`src/rtl/reset_sequencer_if.sv`:
```
// Handshake bundle for reset_sequencer: soft-reset requests and watchdog kick
// in, staged enables and status out. clk/rst stay plain ports on the design.
interface reset_sequencer_if #(
  parameter int NSTAGE = 4
);
  logic [NSTAGE-1:0] soft_req;
  logic              kick;
  logic [NSTAGE-1:0] en;
  logic [NSTAGE-1:0] ack;
  logic              busy;
  logic              done;
  logic              wdt_fired;

  // Requester / observer side
  modport master (
    output soft_req, kick,
    input  en, ack, busy, done, wdt_fired
  );

  // Sequencer side
  modport slave (
    input  soft_req, kick,
    output en, ack, busy, done, wdt_fired
  );
endinterface

```
`src/rtl/reset_sequencer.sv`:
```
// Staged reset sequencer: releases NSTAGE enables one every STAGE_DLY clocks,
// serves one soft-reset request at a time (lowest index wins) with a
// HOLD_CLK-clock all-low hold, then re-sequences from stage 0.
// Optional watchdog is compiled in with the RSTSEQ_WDT_EN macro; without it
// kick is ignored and wdt_fired is tied low.
module reset_sequencer #(
  parameter int NSTAGE    = 4,
  parameter int STAGE_DLY = 62,
  parameter int HOLD_CLK  = 16,
  parameter int WDT_LIM   = 1000
) (
  input logic               clk,
  input logic               rst,
  reset_sequencer_if.slave  bus
);

  localparam logic [1:0] ST_SEQ  = 2'd0;
  localparam logic [1:0] ST_RUN  = 2'd1;
  localparam logic [1:0] ST_HOLD = 2'd2;

  localparam logic [7:0] STAGE_LAST = 8'(STAGE_DLY - 1);
  localparam logic [7:0] HOLD_LAST  = 8'(HOLD_CLK - 1);
  localparam logic [2:0] LAST_IDX   = 3'(NSTAGE - 1);

  logic [1:0]        state_q, state_d;
  logic [7:0]        seq_cnt_q, seq_cnt_d;
  logic [7:0]        hold_cnt_q, hold_cnt_d;
  logic [2:0]        idx_q, idx_d;
  logic [NSTAGE-1:0] en_q, en_d;
  logic [NSTAGE-1:0] ack_q, ack_d;
  // Low for the first un-reset edge so en[k] lands exactly (k+1)*STAGE_DLY
  // edges after reset release, matching the timing used after a HOLD exit.
  logic              arm_q;

  logic [NSTAGE-1:0] stage_sel;
  logic [NSTAGE-1:0] req_win;

  // One-hot decode of the stage currently being released
  generate
    for (genvar gi = 0; gi < NSTAGE; gi++) begin : g_stage_sel
      assign stage_sel[gi] = (idx_q == 3'(gi));
    end
  endgenerate

  // Isolate the lowest set request bit; ack can therefore never be multi-hot
  assign req_win = bus.soft_req & (~bus.soft_req + NSTAGE'(1));

`ifdef RSTSEQ_WDT_EN
  localparam logic [15:0] WDT_LAST = 16'(WDT_LIM - 1);
  logic [15:0] wdt_cnt_q, wdt_cnt_d;
  logic        wdt_fired_q, wdt_fired_d;
`else
  logic unused_kick;
  assign unused_kick = bus.kick;
`endif

  // Next-state logic for the SEQ / RUN / HOLD sequencer
  always_comb begin
    state_d    = state_q;
    seq_cnt_d  = seq_cnt_q;
    hold_cnt_d = hold_cnt_q;
    idx_d      = idx_q;
    en_d       = en_q;
    ack_d      = '0;
`ifdef RSTSEQ_WDT_EN
    wdt_cnt_d   = '0;
    wdt_fired_d = wdt_fired_q;
`endif
    case (state_q)
      ST_SEQ: begin
        if (arm_q) begin
          if (seq_cnt_q == STAGE_LAST) begin
            en_d      = en_q | stage_sel;
            seq_cnt_d = '0;
            if (idx_q == LAST_IDX) begin
              idx_d   = '0;
              state_d = ST_RUN;
            end else begin
              idx_d = idx_q + 3'd1;
            end
          end else begin
            seq_cnt_d = seq_cnt_q + 8'd1;
          end
        end
      end
      ST_RUN: begin
        if (|bus.soft_req) begin
          // A soft request always beats a coincident watchdog expiry
          ack_d      = req_win;
          en_d       = '0;
          hold_cnt_d = '0;
          state_d    = ST_HOLD;
        end
`ifdef RSTSEQ_WDT_EN
        else if (bus.kick) begin
          wdt_cnt_d = '0;
        end else if (wdt_cnt_q == WDT_LAST) begin
          en_d        = '0;
          wdt_fired_d = 1'b1;
          hold_cnt_d  = '0;
          state_d     = ST_HOLD;
        end else begin
          wdt_cnt_d = wdt_cnt_q + 16'd1;
        end
`endif
      end
      ST_HOLD: begin
        if (hold_cnt_q == HOLD_LAST) begin
          hold_cnt_d = '0;
          seq_cnt_d  = '0;
          idx_d      = '0;
          state_d    = ST_SEQ;
        end else begin
          hold_cnt_d = hold_cnt_q + 8'd1;
        end
      end
      default: begin
        en_d       = '0;
        seq_cnt_d  = '0;
        hold_cnt_d = '0;
        idx_d      = '0;
        state_d    = ST_SEQ;
      end
    endcase
  end

  // State registers with synchronous active-high reset
  always_ff @(posedge clk) begin
    if (rst) begin
      state_q    <= ST_SEQ;
      seq_cnt_q  <= '0;
      hold_cnt_q <= '0;
      idx_q      <= '0;
      en_q       <= '0;
      ack_q      <= '0;
      arm_q      <= 1'b0;
    end else begin
      state_q    <= state_d;
      seq_cnt_q  <= seq_cnt_d;
      hold_cnt_q <= hold_cnt_d;
      idx_q      <= idx_d;
      en_q       <= en_d;
      ack_q      <= ack_d;
      arm_q      <= 1'b1;
    end
  end

`ifdef RSTSEQ_WDT_EN
  // Watchdog counter and sticky expiry flag; only rst clears the flag
  always_ff @(posedge clk) begin
    if (rst) begin
      wdt_cnt_q   <= '0;
      wdt_fired_q <= 1'b0;
    end else begin
      wdt_cnt_q   <= wdt_cnt_d;
      wdt_fired_q <= wdt_fired_d;
    end
  end
  assign bus.wdt_fired = wdt_fired_q;
`else
  assign bus.wdt_fired = 1'b0;
`endif

  // Status derived straight from the enable register so it never lags en
  assign bus.en   = en_q;
  assign bus.ack  = ack_q;
  assign bus.done = &en_q;
  assign bus.busy = ~(&en_q);

endmodule

```
`src/flat_wrapper.sv`:
```
// flat-port wrapper written by rule: the top's interface ports become plain ports
module reset_sequencer_flat 
#(
  parameter int NSTAGE    = 4,
  parameter int STAGE_DLY = 62,
  parameter int HOLD_CLK  = 16,
  parameter int WDT_LIM   = 1000
)
  (clk, rst, bus_soft_req, bus_kick, bus_en, bus_ack, bus_busy, bus_done, bus_wdt_fired);
  reset_sequencer_if #(.NSTAGE(NSTAGE)) bus_i ();
  input logic clk;
  input logic rst;
  input wire logic [$bits(bus_i.soft_req)-1:0] bus_soft_req;
  input wire logic [$bits(bus_i.kick)-1:0] bus_kick;
  output wire logic [$bits(bus_i.en)-1:0] bus_en;
  output wire logic [$bits(bus_i.ack)-1:0] bus_ack;
  output wire logic [$bits(bus_i.busy)-1:0] bus_busy;
  output wire logic [$bits(bus_i.done)-1:0] bus_done;
  output wire logic [$bits(bus_i.wdt_fired)-1:0] bus_wdt_fired;
  assign bus_i.soft_req = bus_soft_req;
  assign bus_i.kick = bus_kick;
  assign bus_en = bus_i.en;
  assign bus_ack = bus_i.ack;
  assign bus_busy = bus_i.busy;
  assign bus_done = bus_i.done;
  assign bus_wdt_fired = bus_i.wdt_fired;
  reset_sequencer #(.NSTAGE(NSTAGE), .STAGE_DLY(STAGE_DLY), .HOLD_CLK(HOLD_CLK), .WDT_LIM(WDT_LIM)) u_core (.clk(clk), .rst(rst), .bus(bus_i));
endmodule
```
`config.mk`:
```
export PLATFORM = sky130hd
export DESIGN_NAME = reset_sequencer_flat
export DESIGN_NICKNAME = d
export VERILOG_FILES = /design/src/rtl/reset_sequencer_if.sv /design/src/rtl/reset_sequencer.sv /design/src/flat_wrapper.sv
export SDC_FILE = /design/constraint.sdc
export NUM_CORES = 1
export LEC_CHECK = 0
export CAP_MARGIN = 0
export CORE_AREA = 2 2 55 57
export DETAILED_ROUTE_END_ITERATION = 8
export DIE_AREA = 0 0 57 59
export PLACE_DENSITY = 0.77
export SLEW_MARGIN = 20
export SYNTH_ARGS = -nofsm -noshare
export SYNTH_HDL_FRONTEND = slang
export SYNTH_SLANG_ARGS = --single-unit
```
`constraint.sdc`:
```
create_clock -name clk -period 4 [get_ports clk]
set_clock_uncertainty 0.05 [all_clocks]
set_input_delay 1 -clock clk [delete_from_list [all_inputs] [get_ports clk]]
set_output_delay 1 -clock clk [all_outputs]
set_load 0.02 [all_outputs]
```
==> qor.txt <==
pin count of the biggest net entering global routing = 19
Post-synth ARST share = 0
chip height = 59 um
average wire per standard cell = 14.46 um
achievable frequency = 397.2 MHz
Final Critical Period = 2.518 ns
hpwl dp = 2317 um
row count = 19
Post-CTS Setup Repair Bufs = 0
Worst Hold Class = reg2reg
final worst slack = 1.482 ns
clock-pin transition on the worst setup and hold timing paths = 0.09 ns
final net count = 200
Slew @ Worst Pin = 0.7332 ns
register area share after synthesis = 0.4047
hold slack = 0.4090 ns
port buffer count = 15
Slew HR = 0.5035
routability-driven placement congestion ratio = 0.8431
Worst Setup End Kind = primary output
CTS Root Cell = clkbuf_4
Mean Syn Cell Area = 8.729 um^2
clock power share = 0.327
vias in the first global route = 1,282
synthesized net count = 184
Worst Path Required = 2.95 ns
Final Hold Fails = 0
CTS Hold Bufs = 0
final cycle utilization of the critical path = 0.6295
GRT overflow = 0
Layout area overhead = 13.91%
Synth Flop Type = dfxtp_1
first-pass GRT wire length = 5575 um
synthesized instance count = 170
crit start category = register
Antenna Nets Post-Route = 0
Post-synth EDFFs = 0
Cells after DPL = 210
Final Power = 0.0004915 W
power density cells = 290.8 nW/um^2
critical path type = reg2out
CTS Sinks = 30
dpl ws = 1.231 ns
Comb pwr share = 0.054
status = finished, final reports clean
die area = 3363 um^2
Worst IR Drop VDD = 0.0002651 V
diode count = 0
Worst EP arrival = 1.47 ns
P_sw = 0.0001131 W
CP max FO = 3
CTS resizes = 0
vias per cell = 6.032
Non-Filler Instances = 217
setup violators final = 0
drt total wl = 3137 um
final setup TNS = 0 ns
DIE WIDTH = 57 um
max_cap viols = 0
Initial DRT Pass Iterations = 4
Reg power frac = 0.619
CP Buf/Inv Count = 2
#FFs+latches synth = 30
number of H-tree levels = 2
CTS tree = done
Crit path largest cell delay = 0.59 ns
CP top delay family = buffers and inverters
initial drt markers = 48
RSZ-0062 raised after global routing = false
via count = 1,309
count of different cell masters after synthesis = 51
LEAKAGE = 0.6281 nW
cts bufs inserted = 5
GRT Overall Usage = 0.2123
max-slew violations = 0
CP max-delay cell = clkdlybuf4s50_1
share of post-route cells with drive strength above 1 = 0.06989
switch share = 0.2301
DRC = 0
Initial Utilization = 0.5476
internal power consumption = 0.0003784 W
synth warn = 0
IO Pins = 18
antenna violations before repair = 0
worst-skew pair later-pin latency = 0.32 ns
buffer depth of the longest clock path = 2
Core Area = 2710 um^2
Post-Syn Area = 1484 um^2
crit-path cells = nand4_1, inv_1, clkdlybuf4s50_1
==> worst paths after layout <==
path	start	endpoint	slack [ns]	cells past startpoint
max	u_core.bus.en[3]	bus_done	1.48	3
min	u_core.idx_q[2]	u_core.idx_q[2]	0.41	1
max reg2reg	u_core.state_q[1]	u_core.idx_q[1]	1.92	5
min reg2reg	u_core.idx_q[2]	u_core.idx_q[2]	0.41	1
==> worst reg2reg max path, delay by kind of cell, from the launching register on <==
| family | cells | cell delay (ns) |
|---|---|---|
| compound gates | 2 | 0.16 |
| simple gates | 2 | 0.85 |
| flops | 1 | 0.72 |
| buf+inv | 1 | 0.22 |
==> power groups by stage <==
| stage | Clock [W] | Sequential [W] | Combinational [W] |
|---|---|---|---|
| after floorplan | 0 | 0.000310 | 0.0000158 |
| after global placement | 0 | 0.000311 | 0.0000250 |
| after detailed placement | 0 | 0.000311 | 0.0000266 |
| after CTS | 0.000166 | 0.000304 | 0.0000267 |
| after global routing | 0.000175 | 0.000305 | 0.0000299 |
| final | 0.000161 | 0.000304 | 0.0000266 |
==> metrics by stage <==
| step | utilization | cell area [um^2] |
|---|---|---|
| floorplan | - | 1484 |
| global placement | 0.6071 | 1645 |
| detailed placement | 0.6071 | 1645 |
| CTS | 0.6237 | 1690 |
| global route | 0.6237 | 1690 |
| finish | 0.6237 | 1690 |
==> flip-flops by register name, indices dropped and copies added (netlist names) <==
register	flops
u_core.arm_q	1
u_core.bus.ack	4
u_core.bus.en	4
u_core.hold_cnt_q	8
u_core.idx_q	3
u_core.seq_cnt_q	8
u_core.state_q	2
==> kinds of logic (layout without fill, tap and decap cells) <==
logic type / count (synthesis) / after routing / share of synthesized area
adder cells (fa/ha/maj): 7 / 7 / 0.05902
flip-flops: 30 / 30 / 0.4047
XOR/XNOR: 6 / 6 / 0.03541
multiplexers: 2 / 2 / 0.01349
AND/OR/NAND/NOR: 73 / 73 / 0.2740
other: 1 / 1 / 0.002527
buffers and inverters: 14 / 30 / 0.04384
AO/OA/AOI/OAI: 37 / 37 / 0.1669
==> layout make-up <==
class	count	area, um^2
clock buffers	7	45.04
fillers	257	1020
inverters	6	22.52
multi-input cells	126	818.3
flip-flops and latches	30	600.6
well taps	31	38.79
repair buffers	17	165.2
==> Yosys cell counts (5+ instances only) <==
cell type,number,area (um^2)
nor2_1,19,71.32
ha_1,7,87.58
nand3_1,9,45.04
nand2_1,9,33.78
dfxtp_1,30,600.6
xor2_1,6,52.55
inv_1,5,18.77
o21ai_0,5,25.02
a21oi_1,10,50.05
==> layout by cell type (no fill, tap or decap), types with 3 or more instances in the layout <==
cell / instances
o31ai_1: 3
a31oi_1: 4
xor2_1: 6
ha_1: 7
and4_1: 3
clkdlybuf4s50_1: 15
clkbuf_4: 5
o21ai_0: 5
nand3_1: 9
nand2_1: 9
nor2_1: 19
nor4_1: 3
and3_1: 4
a21oi_1: 10
nand2b_1: 3
dfxtp_1: 30
inv_1: 5
or3_1: 4
==> per-layer routing <==
layer | global-route usage | share of wire
met4 | 0.07641 | 0.017
met2 | 0.3990 | 0.54
met5 | 0 | 0
met1 | 0.2271 | 0.40
met3 | 0.05895 | 0.038
No activity file was read; power rests on OpenSTA's default activity.
